===== src/rtl/rv_arb_pkg.sv =====
// Shared definitions for the round-robin arbiter: index width helper and reset constants.
package rv_arb_pkg;

    function automatic int idxWidth(input int n);
        return (n > 1) ? $clog2(n) : 1;
    endfunction

    // The pointer resets to the last requester so that requester 0 wins first.
    function automatic int ptrReset(input int n);
        return n - 1;
    endfunction

    localparam logic RESET_VALID = 1'b0;
    localparam logic RESET_LOCK  = 1'b0;

endpackage


===== src/rtl/rr_pick.sv =====
// Combinational round-robin pick: first requester set, searching upward from ptr+1 with wrap.
module rr_pick
    import rv_arb_pkg::*;
#(
    parameter int NUM_REQ = 4,
    parameter int IDX_W   = idxWidth(NUM_REQ)
) (
    input  logic [NUM_REQ-1:0] req_i,
    input  logic [IDX_W-1:0]   ptr_i,
    output logic [IDX_W-1:0]   grant_o,
    output logic               any_valid_o
);

    localparam logic [IDX_W-1:0] LAST_IDX = IDX_W'(NUM_REQ - 1);

    function automatic logic [IDX_W-1:0] nextIdx(input logic [IDX_W-1:0] c);
        if (c == LAST_IDX) begin
            return '0;
        end
        return c + 1'b1;
    endfunction

    logic [IDX_W-1:0] cand;

    always_comb begin
        grant_o     = '0;
        any_valid_o = 1'b0;
        cand        = nextIdx(ptr_i);
        for (int k = 0; k < NUM_REQ; k++) begin
            if (!any_valid_o && req_i[cand]) begin
                any_valid_o = 1'b1;
                grant_o     = cand;
            end
            cand = nextIdx(cand);
        end
    end

endmodule


===== src/rtl/rv_rr_arbiter.sv =====
// Round-robin N:1 arbiter feeding a single-entry registered output buffer.
// Optional burst locking is enabled by defining RV_ARB_BURST_EN (adds req_last).
module rv_rr_arbiter
    import rv_arb_pkg::*;
#(
    parameter int NUM_REQ    = 4,
    parameter int DATA_WIDTH = 8
) (
    input  logic                          clock_port,
    input  logic                          reset_port,
    input  logic                          clear,
    input  logic [NUM_REQ*DATA_WIDTH-1:0] req_data,
    input  logic [NUM_REQ-1:0]            req_valid,
`ifdef RV_ARB_BURST_EN
    input  logic [NUM_REQ-1:0]            req_last,
`endif
    output logic [NUM_REQ-1:0]            req_ready,
    output logic [DATA_WIDTH-1:0]         output_port_data,
    output logic                          output_port_valid,
    input  logic                          output_port_ready,
    output logic [$clog2(NUM_REQ)-1:0]    output_port_src
);

    localparam int               IDX_W   = idxWidth(NUM_REQ);
    localparam logic [IDX_W-1:0] PTR_RST = IDX_W'(ptrReset(NUM_REQ));

    logic                  bufValid_q, bufValid_d;
    logic [DATA_WIDTH-1:0] data_q, data_d;
    logic [IDX_W-1:0]      src_q, src_d;
    logic [IDX_W-1:0]      ptr_q, ptr_d;

    logic [IDX_W-1:0]      pickGrant;
    logic                  pickAny;
    logic [IDX_W-1:0]      grant;
    logic                  grantValid;
    logic                  lastBeat;
    logic                  accept;
    logic                  xfer;
    logic [DATA_WIDTH-1:0] reqWords [NUM_REQ];

    always_comb begin
        for (int i = 0; i < NUM_REQ; i++) begin
            reqWords[i] = req_data[i*DATA_WIDTH +: DATA_WIDTH];
        end
    end

    rr_pick #(
        .NUM_REQ (NUM_REQ),
        .IDX_W   (IDX_W)
    ) uPick (
        .req_i       (req_valid),
        .ptr_i       (ptr_q),
        .grant_o     (pickGrant),
        .any_valid_o (pickAny)
    );

`ifdef RV_ARB_BURST_EN
    logic             lock_q, lock_d;
    logic [IDX_W-1:0] lockSrc_q, lockSrc_d;

    // While a burst is open the grant is pinned to its owner, even if it stalls its valid.
    assign grant      = lock_q ? lockSrc_q : pickGrant;
    assign grantValid = lock_q ? req_valid[lockSrc_q] : pickAny;
    assign lastBeat   = req_last[grant];
`else
    assign grant      = pickGrant;
    assign grantValid = pickAny;
    assign lastBeat   = 1'b1;
`endif

    assign accept = ~bufValid_q | output_port_ready;

    always_comb begin
        req_ready = '0;
        if (grantValid && accept && !clear && !reset_port) begin
            req_ready[grant] = 1'b1;
        end
    end

    assign xfer = |(req_valid & req_ready);

    always_comb begin
        bufValid_d = bufValid_q;
        data_d     = data_q;
        src_d      = src_q;
        ptr_d      = ptr_q;
`ifdef RV_ARB_BURST_EN
        lock_d     = lock_q;
        lockSrc_d  = lockSrc_q;
`endif
        if (clear) begin
            bufValid_d = 1'b0;
            ptr_d      = PTR_RST;
`ifdef RV_ARB_BURST_EN
            lock_d     = RESET_LOCK;
`endif
        end else if (xfer) begin
            bufValid_d = 1'b1;
            data_d     = reqWords[grant];
            src_d      = grant;
            if (lastBeat) begin
                ptr_d = grant;
            end
`ifdef RV_ARB_BURST_EN
            lock_d    = ~lastBeat;
            lockSrc_d = grant;
`endif
        end else if (output_port_ready) begin
            bufValid_d = 1'b0;
        end
    end

    always_ff @(posedge clock_port or posedge reset_port) begin
        if (reset_port) begin
            bufValid_q <= RESET_VALID;
            data_q     <= '0;
            src_q      <= '0;
            ptr_q      <= PTR_RST;
`ifdef RV_ARB_BURST_EN
            lock_q     <= RESET_LOCK;
            lockSrc_q  <= '0;
`endif
        end else begin
            bufValid_q <= bufValid_d;
            data_q     <= data_d;
            src_q      <= src_d;
            ptr_q      <= ptr_d;
`ifdef RV_ARB_BURST_EN
            lock_q     <= lock_d;
            lockSrc_q  <= lockSrc_d;
`endif
        end
    end

    assign output_port_data  = data_q;
    assign output_port_valid = bufValid_q;
    assign output_port_src   = src_q;

    // A stalled grant must not move until the downstream takes the beat.
    assert property (@(posedge clock_port) disable iff (reset_port) $onehot0(req_ready));
    assert property (@(posedge clock_port) disable iff (reset_port)
                     (bufValid_q && !output_port_ready && !clear) |=> (ptr_q == $past(ptr_q)));

endmodule


===== config.mk =====
export PLATFORM = sky130hd
export DESIGN_NAME = rv_rr_arbiter
export DESIGN_NICKNAME = d
export VERILOG_FILES = /design/src/rtl/rv_arb_pkg.sv /design/src/rtl/rr_pick.sv /design/src/rtl/rv_rr_arbiter.sv
export SDC_FILE = /design/constraint.sdc
export NUM_CORES = 1
export LEC_CHECK = 0
export CAP_MARGIN = 10
export CORE_UTILIZATION = 25
export CTS_CLUSTER_DIAMETER = 200
export DETAILED_ROUTE_END_ITERATION = 7
export PLACE_DENSITY = 0.66
export SLEW_MARGIN = 20
export SYNTH_ARGS = -nofsm -noshare
export SYNTH_HDL_FRONTEND = slang
export SYNTH_SLANG_ARGS = --single-unit

===== constraint.sdc =====
create_clock -name clock_port -period 5 [get_ports clock_port]
set_input_delay 1 -clock clock_port [delete_from_list [all_inputs] [get_ports clock_port]]
set_output_delay 1 -clock clock_port [all_outputs]
set_load 0.005 [all_outputs]

# After elaboration in Yosys (flattened, before gate mapping)
# Index checks and enable logic that the tools add are counted.
[op_classes] addsub=4 n_lt_le_gt_ge=7 eq_ne=4 n_mux=39 bitwise=5 reduce_logical=16
[op_table] op="2-bit two-way mux" n=14
[op_table] op="8-bit binary-select mux with 2-bit select" n=1
[op_table] op="1-bit two-way mux" n=16
[op_table] op="8-bit two-way mux" n=2
[op_table] op="2-bit by 3-bit < comparator with 1-bit output (second input constant)" n=5
[op_table] op="2-bit by 1-bit adder with 2-bit output (second input constant)" n=4
[op_table] op="1-bit binary-select mux with 2-bit select" n=4
[op_table] op="2-bit == test (second input constant)" n=4
[op_table] op="1-bit logical AND" n=7
[op_table] op="1-bit zero test" n=5
[op_table] op="4-bit bitwise AND" n=1
[op_table] op="4-bit two-way mux" n=1
[op_table] op="4-bit OR reduction" n=1
[op_table] op="3-bit >= comparator (second input constant)" n=1
[op_table] op="2-bit NOT with 3-bit output" n=1
[op_table] op="3-bit nonzero test" n=1
[op_table] op="1-bit demux with 2-bit select" n=1
[op_table] op="2-bit by 1-bit >= comparator with 1-bit output (second input constant)" n=1
[op_table] op="1-bit NOT" n=2
[op_table] op="2-bit AND reduction" n=1
[op_table] op="2-bit nonzero test" n=1
[op_table] op="1-bit OR" n=1
[word_totals] register_bits=13 in_bits=40 out_inout_bits=15 wordCells=79

# Depth between registers and ports, before layout
# Gate-level depths: netlist of run 1.
[logic_depth] depth_word=25 ltp_mapped=8 mapped_depth_nobuf=6

# Hierarchy
# A second synthesis of run 1 with hierarchy kept.
[unflattened] cells_unflattened=74 hier_area_um2=977.2
[modules_own_cells] module="rv_rr_arbiter" n_inst=1 cells_each=59 area_each_um2=869.6 seq_area_each_um2=327.8
[modules_own_cells] module="rr_pick" n_inst=1 cells_each=15 area_each_um2=107.6 seq_area_each_um2=0.0

# Least setup slack after synthesis of run 1
# No wires, ideal clock.
[synth_path] path_type="in2out" startpoint="input req_valid[1]" endpoint="output req_ready[2]" t_arrival_ns=2.154 required_ns=4.000 path_slack_ns=1.846 stages=6 n_path_buf=2 cell_sequence="nor2b_1 -> a311oi_4 -> and2_1 -> buf_6 -> buf_6 -> and2_1"
[synth_via] elab_chain_len=17 word_cells_on_any_way=31 cone_classes="order compare (2); mux (19); reduce/logical (10)"
[synth_lines] element="start, declared" line="rv_rr_arbiter.sv:13" text="input logic [NUM_REQ-1:0] req_valid,"
[synth_lines] element="1-bit binary-select mux with 2-bit select" line="rr_pick.sv:30" text="if (!any_valid_o && req_i[cand]) begin"
[synth_lines] element="1-bit two-way mux (not written as such)" line="rr_pick.sv:30"
[synth_lines] element="1-bit two-way mux" line="rr_pick.sv:30"
[synth_lines] element="1-bit zero test" line="rr_pick.sv:30"
[synth_lines] element="1-bit logical AND" line="rr_pick.sv:30"
[synth_lines] element="1-bit two-way mux" line="rr_pick.sv:30"
[synth_lines] element="1-bit zero test" line="rr_pick.sv:30"
[synth_lines] element="1-bit logical AND" line="rr_pick.sv:30"
[synth_lines] element="1-bit two-way mux" line="rr_pick.sv:30"
[synth_lines] element="1-bit zero test" line="rr_pick.sv:30"
[synth_lines] element="1-bit logical AND" line="rr_pick.sv:30"
[synth_lines] element="2-bit two-way mux" line="rr_pick.sv:30"
[synth_lines] element="2-bit by 3-bit < comparator with 1-bit output (not written as such) or 2-bit by 1-bit >= comparator with 1-bit output (tied branches)" line="rv_rr_arbiter.sv:76" text="req_ready[grant] = 1'b1;"
[synth_lines] element="1-bit logical AND (not written as such)" line="rv_rr_arbiter.sv:76"
[synth_lines] element="1-bit two-way mux (not written as such)" line="rv_rr_arbiter.sv:76"
[synth_lines] element="1-bit demux with 2-bit select" line="rv_rr_arbiter.sv:76"
[synth_lines] element="4-bit two-way mux (*)" line="rv_rr_arbiter.sv:75" text="if (grantValid && accept && !clear && !reset_port) begin"
[synth_lines] element="end, declared" line="rv_rr_arbiter.sv:17" text="output logic [NUM_REQ-1:0] req_ready,"
# Mark *: on every way between the ends. The rest lies on a longest branch, timed or not. The select of a mux whose other input is x is not followed.

# Worst setup path after layout of run 1
[layout_path] startpoint="input req_valid[1]" endpoint="output req_ready[0]"
# The elaborated chain is that of the path after synthesis.

==> impl_metrics.json, run 1 <==
{
  "status": "completed",
  "hp-class": "flop to flop",
  "hold_viol": 0,
  "cts-root-buf": "clkbuf_8",
  "fin_crit_ns": 4.37,
  "grt_pass1_vias": 953,
  "drive_above_1_share_pct": 12.1,
  "grt_setup_unrepaired": "false",
  "async_reset_ff_share_pct": 100,
  "cts_made_buffers": 3,
  "whs_path_depth": 2,
  "worst_setup_path_start_kind": "input port",
  "grt_util_all_layers_pct": 13.4,
  "drc": 0,
  "power_leakage_nw": 0.677,
  "core_area_mm2": 0.00372,
  "drtIter0Drc": 42,
  "wl_per_cell_um": 13.1,
  "regToRegEndpoint": "output_port_data[0]",
  "yosys_warnings": 0,
  "synth_cells": 102,
  "crit_path_cell_trace": "clkdlybuf4s50_1 > or4_1 > nand3_1 > buf_4 > a21oi_1 > and2_1 > clkdlybuf4s50_1",
  "n_antenna_cell": 0,
  "fin_setup_tns_ns": 0,
  "path_clk_slew_ns": 0.05,
  "instances_no_fill": 205,
  "tritoncts": "done",
  "dr_total_vias": 969,
  "syn_to_final_growth_pct": 64.1,
  "worst_path_most_repeated_cell": "clkdlybuf4s50_1",
  "antenna_found_initial": 0,
  "placed_area_mm2": 0.00156,
  "synth_ff_type": "dfrtp_1",
  "max_freq_mhz": 229,
  "path_max_fanout": 17,
  "die_h_um": 64.5,
  "synth_nets": 143,
  "cts_sinks": 13,
  "ys_seq_elements": 13,
  "wl_mm": 2.70,
  "yosys.area.top_type_share_pct": 28.2,
  "postCtsSetupRepairBufs": 0,
  "cp-end-kind": "primary output",
  "p_per_area_mw_per_mm2": 288,
  "worst_slew_pin_slew_ns": 0.844,
  "netlist_area_um2": 976,
  "synth.most_common_cell": "dfrtp_1",
  "post-dp-hpwl_mm": 2.17,
  "syn-mean-instance-area_um2": 9.57,
  "insertion_delay_ns": 0.24,
  "cp_slowest_cell": "a21oi_1",
  "ys_top_cells_by_area": "dfrtp_1, mux2_4, o211a_1",
  "synth_common_cells": "dfrtp_1, inv_1, nand2b_1, nand3_1",
  "dp_cells": 201,
  "slew_violations": 0,
  "ios": 55,
  "rr_worst_depth": 7,
  "grt_pass1_wl_mm": 4.25,
  "startpoint": "req_valid[1]",
  "holdPathEnd": "output_port_src[0]",
  "gp_congestion": 0.746,
  "crit_family": "buffers and inverters",
  "cts_buffer_depth": 2,
  "required_ns": 4.00,
  "slew_headroom_pct": 43.7,
  "ir_drop_mv": 0.111,
  "cts_resized": 0,
  "yosys.area.top_type": "dfrtp_1",
  "cp.arrival_ns": 3.37,
  "rows": 22,
  "fillers": 367,
  "initial_utilization_pct": 26.3,
  "period_share_pct": 87.5,
  "critPathMaxStageDelay_ns": 0.67,
  "first_pass_iters": 4,
  "hold_start": "output_port_src[0]",
  "rrSetupSlack_ns": 2.38,
  "yosysSeqAreaShare_pct": 33.6,
  "reg2reg_from": "ptr_q[0]",
  "grt_start_max_net_pins": 18,
  "skew_ns": 0.00423,
  "htreeDepth": 1,
  "via_per_inst": 4.73,
  "nets": 199,
  "final_area_mm2": 0.00160,
  "synth_cell_type_count": 27,
  "ant_nets": 0,
  "cts_hold_buf": 0,
  "finalSetupViolCount": 0,
  "crit_buf_inv": 3,
  "critPathKind": "input port to primary output",
  "die-area_mm2": 0.00416,
  "cap_viol_max_count": 0,
  "numPortBuffers": 54,
  "synth_edf_count": 0,
  "cp.depth": 7,
  "die_width_um": 64.5,
  "grt_overflow": 0
}
report_power, final:
part | internal [W] | switching [W] | total, W
Clock | 0.0000561 | 0.0000353 | 0.0000914
Sequential | 0.000134 | 0.0000153 | 0.000149
Combinational | 0.000138 | 0.0000826 | 0.000221
how the worst max path moves through the flow:
stage	end	slack (ns)
3_3_place_gp	req_ready[0]	0.69
6_report	req_ready[0]	0.63
2_1_floorplan	req_ready[2]	1.85
3_5_place_dp	req_ready[0]	0.65
5_1_grt	req_ready[0]	0.47
4_1_cts	req_ready[0]	0.64
worst reg2reg max path: stages (launching register included):
cell and delay (ns):
dfstp_2 0.57, ha_1 0.31, nor4b_2 0.20, o21ai_2 0.41
and2_1 0.22, buf_4 0.26, mux2_4 0.34, o211a_1 0.21
cells in the final DEF (no fill, tap or decap), drive strengths merged, types with 3 or more instances in the layout:
cell type and instances:
o21ai 5, inv 10, and2 3, mux2 8, nand2 5, nand3 9
dfrtp 11, clkdlybuf4s50 54, clkbuf 4, nand2b 9, o211ai 8, nor2 7
o211a 8
metal layers:
layer / routed length [um] / up-vias / GRT usage (%)
met4: 28 / 0 / 5.00
met2: 1300 / 54 / 23.2
met5: 0 / - / 0
li1: - / 475 / -
met1: 1120 / 435 / 15.6
met3: 252 / 5 / 4.05
logic make-up (layout without fill, tap and decap cells):
family                     Yosys count  count (layout)  synth area share [%]
muxes                                9               9                  13.3
adders and majority gates            1               1                  1.28
and+or+nand+nor                     37              37                  20.6
buffers and inverters               15              70                  7.44
AOI/OAI and AO/OA                   27              27                  23.7
DFF                                 13              13                  33.6
stage by stage:
step | setup slack, ns | hold WS (ns) | util [%] | power [W]
detailed placement | 0.654 | 0.494 | 41.9 | 0.000375
global route | 0.470 | 0.535 | 43.1 | 0.000490
finish | 0.627 | 0.495 | 43.1 | 0.000462
floorplan | 1.85 | 0.471 | - | 0.000268
global placement | 0.692 | 0.476 | 41.9 | 0.000368
CTS | 0.637 | 0.507 | 43.1 | 0.000467
cell type report:
cell class	count	area, um2	share of cell area [%]
tap	48	60.1	3.75
timing repair buffer	56	556	34.7
sequential	13	328	20.5
clock buffer	4	45.0	2.81
inverter	10	37.5	2.34
multi-input combinational	74	576	35.9
registers in the layout, indices dropped and copies added, names as in the netlist:
register and cells:
output_port_data 8, output_port_src 2, ptr_q 2, output_port_valid 1
Power figures use the tool's default switching activity.
==> run 2, diff against run 1 <==
--- a/config.mk
+++ b/config.mk
@@ -6,10 +6,10 @@
 export NUM_CORES = 1
 export LEC_CHECK = 0
 export CAP_MARGIN = 10
-export CORE_UTILIZATION = 25
+export CORE_UTILIZATION = 36
 export CTS_CLUSTER_DIAMETER = 200
 export DETAILED_ROUTE_END_ITERATION = 7
-export PLACE_DENSITY = 0.66
+export PLACE_DENSITY = 0.86
 export SLEW_MARGIN = 20
 export SYNTH_ARGS = -nofsm -noshare
 export SYNTH_HDL_FRONTEND = slang
==> run 2 against run 1 <==
  * Via count grew 1.7%
  * Hold slack lost 0.0059 ns
  * Count of clock-buffer cells in the layout is the same
  * Clock skew grew 0.0022 ns
  * Clock power shrank 26%
  * Critical path depth shrank 1
  * Critical path type unchanged
==> impl_metrics.json, run 2 (synthesis results as in run 1) <==
{
  "status": "completed",
  "endpoint": "req_ready[0]",
  "antenna_found_initial": 0,
  "switching_share_pct": 30.5,
  "rr_worst_depth": 7,
  "die-area_mm2": 0.00292,
  "hold_viol": 0,
  "largest_reg_flops": 8,
  "tritoncts": "done",
  "htreeDepth": 1,
  "finalSetupViolCount": 0,
  "max_freq_mhz": 233,
  "final_common_cell": "clkdlybuf4s50_1",
  "worst_setup_path_start_kind": "input port",
  "first_pass_iters": 4,
  "startpoint": "req_valid[1]",
  "p_per_area_mw_per_mm2": 279,
  "layout_common_cells": "clkdlybuf4s50_1, dfrtp_1, inv_1",
  "drive_above_1_share_pct": 12.1,
  "initial_utilization_pct": 38.7,
  "slew_headroom_pct": 43.8,
  "wl_mm": 2.52,
  "grt_pass1_vias": 927,
  "post-dp-hpwl_mm": 2.00,
  "grt_start_max_net_pins": 17,
  "die_h_um": 54.1,
  "drc": 0,
  "cp.arrival_ns": 3.29,
  "cp-end-kind": "primary output",
  "path_clk_slew_ns": 0.08,
  "cts_resized": 0,
  "wl_per_cell_um": 13.5,
  "period_share_pct": 85.9,
  "skew_ns": 0.00641,
  "n_antenna_cell": 0,
  "insertion_delay_ns": 0.28,
  "path_max_fanout": 11,
  "worst_path_most_repeated_cell": "clkdlybuf4s50_1",
  "rrSetupSlack_ns": 2.39,
  "power_w": 0.000436,
  "postCtsSetupRepairBufs": 0,
  "seq_power_share_pct": 34.3,
  "required_ns": 4.00,
  "grt_util_all_layers_pct": 20.3,
  "crit_path_cell_trace": "clkdlybuf4s50_1 > or4_1 > nand3_1 > a21oi_1 > and2_1 > clkdlybuf4s50_1",
  "cp_slowest_cell": "a21oi_1",
  "rows": 18,
  "combinationalPowerShare_pct": 50.2,
  "cts_made_buffers": 3,
  "reg2reg_from": "ptr_q[0]",
  "core_area_mm2": 0.00252,
  "die_width_um": 54.1,
  "power_leakage_nw": 0.669,
  "critPathKind": "input port to primary output",
  "hp-class": "flop to flop",
  "gp_congestion": 0.725,
  "fin_crit_ns": 4.29,
  "switchingPower_w": 0.000133,
  "cts_buffer_depth": 2,
  "multiInputGateArea_um2": 576,
  "via_per_inst": 5.27,
  "drtIter0Drc": 21,
  "grt_pass1_wl_mm": 4.07,
  "critPathMaxStageDelay_ns": 0.69,
  "fin_setup_tns_ns": 0,
  "fillers": 210,
  "p_int_w": 0.000303,
  "grt_overflow": 0,
  "register_area_um2": 328,
  "cts-root-buf": "clkbuf_4",
  "worst_slew_pin_slew_ns": 0.843,
  "ios": 55,
  "dr_total_vias": 985,
  "ir_drop_mv": 0.198,
  "numPortBuffers": 54,
  "grt_setup_unrepaired": "false",
  "clock_power_share_pct": 15.5,
  "cap_viol_max_count": 0,
  "ant_nets": 0,
  "cts_sinks": 13,
  "syn_to_final_growth_pct": 59.9,
  "regToRegEndpoint": "output_port_data[6]",
  "nets": 199,
  "slew_violations": 0,
  "cts_hold_buf": 0
}
-- run 2: cell counts in the layout (fill, tap and decap cells not counted) --
Identical to the previous run, type by type.
-- run 2: area by class of cell --
cell class                      count  area share [%]
Tap cell                           30            2.41
Sequential cell                    13            21.0
Clock buffer                        4            1.68
Timing Repair Buffer               56            35.6
Multi-Input combinational cell     74            36.9
Inverter                           10            2.41
-- run 2: through the flow --
stage               utilization, %  instances  hold slack (ns)  worst slack [ns]  cell area, um2
floorplan                        -        102            0.471              1.85             976
global placement              60.8        183            0.460             0.776            1530
detailed placement            60.8        183            0.473             0.713            1530
CTS                           61.9        187            0.493             0.704            1560
global route                  61.9        187            0.521             0.548            1560
finish                        61.9        187            0.489             0.706            1560
-- run 2: worst min-delay path by stage --
stage                       startpoint                 end  slack [ns]  depth (start not counted)
finish              output_port_src[0]  output_port_src[0]        0.49                          2
global route        output_port_src[0]  output_port_src[0]        0.52                          2
CTS                 output_port_src[0]  output_port_src[0]        0.49                          2
detailed placement  output_port_src[0]  output_port_src[0]        0.47                          2
global placement    output_port_src[0]  output_port_src[0]        0.46                          2
floorplan           output_port_src[0]  output_port_src[0]        0.47                          2
-- run 2: power by group through the flow --
stage	clock, W	combinational (W)	sequential [W]
final	0.0000674	0.000219	0.000150
after global placement	0	0.000214	0.000150
after floorplan	0	0.000117	0.000151
after global routing	0.0000745	0.000238	0.000153
after CTS	0.0000676	0.000221	0.000149
after detailed placement	0	0.000219	0.000150
-- run 2: routing by layer --
layer  global-route usage [%]  share of wire, %
met1                     24.3                42
met2                     33.1                50
met3                     4.52               5.6
met4                     11.5               1.9
met5                        0                 0
-- run 2: worst max-delay path, delay by kind of cell --
| family | cells | cell delay, ns |
|---|---|---|
| buffers and inverters | 2 | 1.08 |
| AND/OR/NAND/NOR | 3 | 0.53 |
| AO/OA/AOI/OAI | 1 | 0.69 |
==> run 3, diff against run 2 <==
--- a/config.mk
+++ b/config.mk
@@ -6,10 +6,10 @@
 export NUM_CORES = 1
 export LEC_CHECK = 0
 export CAP_MARGIN = 10
-export CORE_UTILIZATION = 36
+export CORE_UTILIZATION = 35
 export CTS_CLUSTER_DIAMETER = 200
 export DETAILED_ROUTE_END_ITERATION = 7
-export PLACE_DENSITY = 0.86
+export PLACE_DENSITY = 0.84
 export SLEW_MARGIN = 20
 export SYNTH_ARGS = -nofsm -noshare
 export SYNTH_HDL_FRONTEND = slang
==> run 3 against run 2 <==
  * Cell count unchanged
  * Utilization decreased by 0.50 points
  * Flip-flop and latch count unchanged
  * Worst setup slack got worse by 0.087 ns
  * Critical path type unchanged
  * Critical endpoint is now req_ready[2]
==> impl_metrics.json, run 3 (synthesis results as in run 1) <==
{
  "status": "completed",
  "worst_slew_pin_slew_ns": 0.821,
  "reg2reg_from": "ptr_q[0]",
  "drive_above_1_share_pct": 12.7,
  "cp_slowest_cell": "a21oi_1",
  "hp-class": "flop to flop",
  "drc": 0,
  "grt_start_max_net_pins": 18,
  "crit_path_cell_trace": "clkdlybuf4s50_1 > or4_1 > nand3_1 > buf_4 > a21oi_1 > and2_1 > clkdlybuf4s50_1",
  "first_pass_iters": 4,
  "insertion_delay_ns": 0.28,
  "rrSetupSlack_ns": 2.29,
  "dp_cells": 183,
  "cts-root-buf": "clkbuf_4",
  "grt_pass1_wl_mm": 3.89,
  "syn_to_final_growth_pct": 60.0,
  "fin_setup_tns_ns": 0,
  "rr_worst_depth": 7,
  "hold_start": "output_port_src[0]",
  "cp-end-kind": "primary output",
  "cp.arrival_ns": 3.38,
  "worst_setup_path_start_kind": "input port",
  "holdPathEnd": "output_port_src[0]",
  "numPortBuffers": 54,
  "regToRegEndpoint": "output_port_data[7]",
  "n_antenna_cell": 0,
  "slew_violations": 0,
  "die-area_mm2": 0.00300,
  "rows": 18,
  "die_width_um": 54.8,
  "nets": 199,
  "die_h_um": 54.8,
  "placed_area_mm2": 0.00153,
  "max_freq_mhz": 228,
  "cts_made_buffers": 3,
  "ios": 55,
  "skew_ns": 0.00409,
  "cts_buffer_depth": 2,
  "dr_total_vias": 979,
  "wl_per_cell_um": 14.2,
  "ant_nets": 0,
  "ir_drop_mv": 0.184,
  "layout_common_cells": "clkdlybuf4s50_1, dfrtp_1, inv_1",
  "postCtsSetupRepairBufs": 0,
  "crit_family": "buffers and inverters",
  "via_per_inst": 5.24,
  "tritoncts": "done",
  "final_common_cell": "clkdlybuf4s50_1",
  "final_area_mm2": 0.00156,
  "crit_buf_inv": 3,
  "timing.hold.ws_ns": 0.493,
  "grt_util_all_layers_pct": 18.5,
  "cts_sinks": 13,
  "grt_overflow": 0,
  "post-dp-hpwl_mm": 2.07,
  "fin_util_pct": 61.4,
  "initial_utilization_pct": 38.3,
  "antenna_found_initial": 0,
  "path_clk_slew_ns": 0.09,
  "instances_no_fill": 187,
  "required_ns": 4.00,
  "p_per_area_mw_per_mm2": 281,
  "whs_path_depth": 2,
  "path_max_fanout": 17,
  "grt_pass1_vias": 929,
  "power_leakage_nw": 0.672,
  "critPathKind": "input port to primary output",
  "largest_reg_flops": 8,
  "period_share_pct": 87.6,
  "htreeDepth": 1,
  "grt_setup_unrepaired": "false",
  "hold_viol": 0,
  "worst_path_most_repeated_cell": "clkdlybuf4s50_1",
  "slew_headroom_pct": 45.3,
  "critPathMaxStageDelay_ns": 0.65,
  "wl_mm": 2.66,
  "gp_congestion": 0.734,
  "cts_resized": 0,
  "fin_crit_ns": 4.38,
  "core_area_mm2": 0.00254,
  "cap_viol_max_count": 0,
  "drtIter0Drc": 13,
  "cts_hold_buf": 0,
  "finalSetupViolCount": 0
}
## run 3: cell types whose count changed in the layout (fill, tap and decap cells not counted)
cell,previous run,this run
clkinv_2,0,1
clkbuf_1,1,0
## run 3: power breakdown
group / total, W / leakage (nW) / switching [W] / internal, W
Sequential: 0.000149 / 0.148 / 0.0000150 / 0.000134
Combinational: 0.000223 / 0.507 / 0.0000846 / 0.000138
Clock: 0.0000665 / 0.0177 / 0.0000368 / 0.0000297
Total: 0.000438 / 0.672 / 0.000136 / 0.000302
## run 3: worst max-delay path by stage
stage,from,slack (ns),cells after the start,endpoint
after global placement,req_valid[1],0.73,7,req_ready[0]
after floorplan,req_valid[1],1.85,6,req_ready[2]
after global routing,req_valid[1],0.46,7,req_ready[0]
final,req_valid[1],0.62,7,req_ready[2]
after detailed placement,req_valid[1],0.61,7,req_ready[2]
after CTS,req_valid[1],0.60,7,req_ready[2]
## run 3: stage by stage
stage / setup slack (ns) / total power [W]
after floorplan: 1.85 / 0.000268
after global placement: 0.728 / 0.000365
after detailed placement: 0.611 / 0.000374
after CTS: 0.602 / 0.000441
after global routing: 0.457 / 0.000463
final: 0.619 / 0.000438
## run 3: area by class of cell
cell class	count	area (um2)
Clock inverter	1	5.00
Fill cell	229	983
Inverter	10	37.5
Tap cell	30	37.5
Clock buffer	3	22.5
Multi-Input combinational cell	74	576
Sequential cell	13	328
Timing Repair Buffer	56	556
## run 3: per-layer routing
metal | up-vias | share of wire (%) | wire (um) | track usage [%]
li1 | 476 | - | - | -
met1 | 460 | 41 | 1100 | 19.9
met2 | 37 | 52 | 1380 | 35.1
met3 | 6 | 5.4 | 145 | 3.33
met4 | 0 | 1.4 | 38 | 6.41
met5 | - | 0 | 0 | 0
## run 3: worst register-to-register path: cells and delay by family (launching register included)
family / cells / cell delay (ns)
AO/OA/AOI/OAI: 2 / 0.74
adder cells (fa/ha/maj): 1 / 0.26
buffers and inverters: 1 / 0.29
flip-flops: 1 / 0.58
multiplexers: 1 / 0.33
AND/OR/NAND/NOR: 2 / 0.40
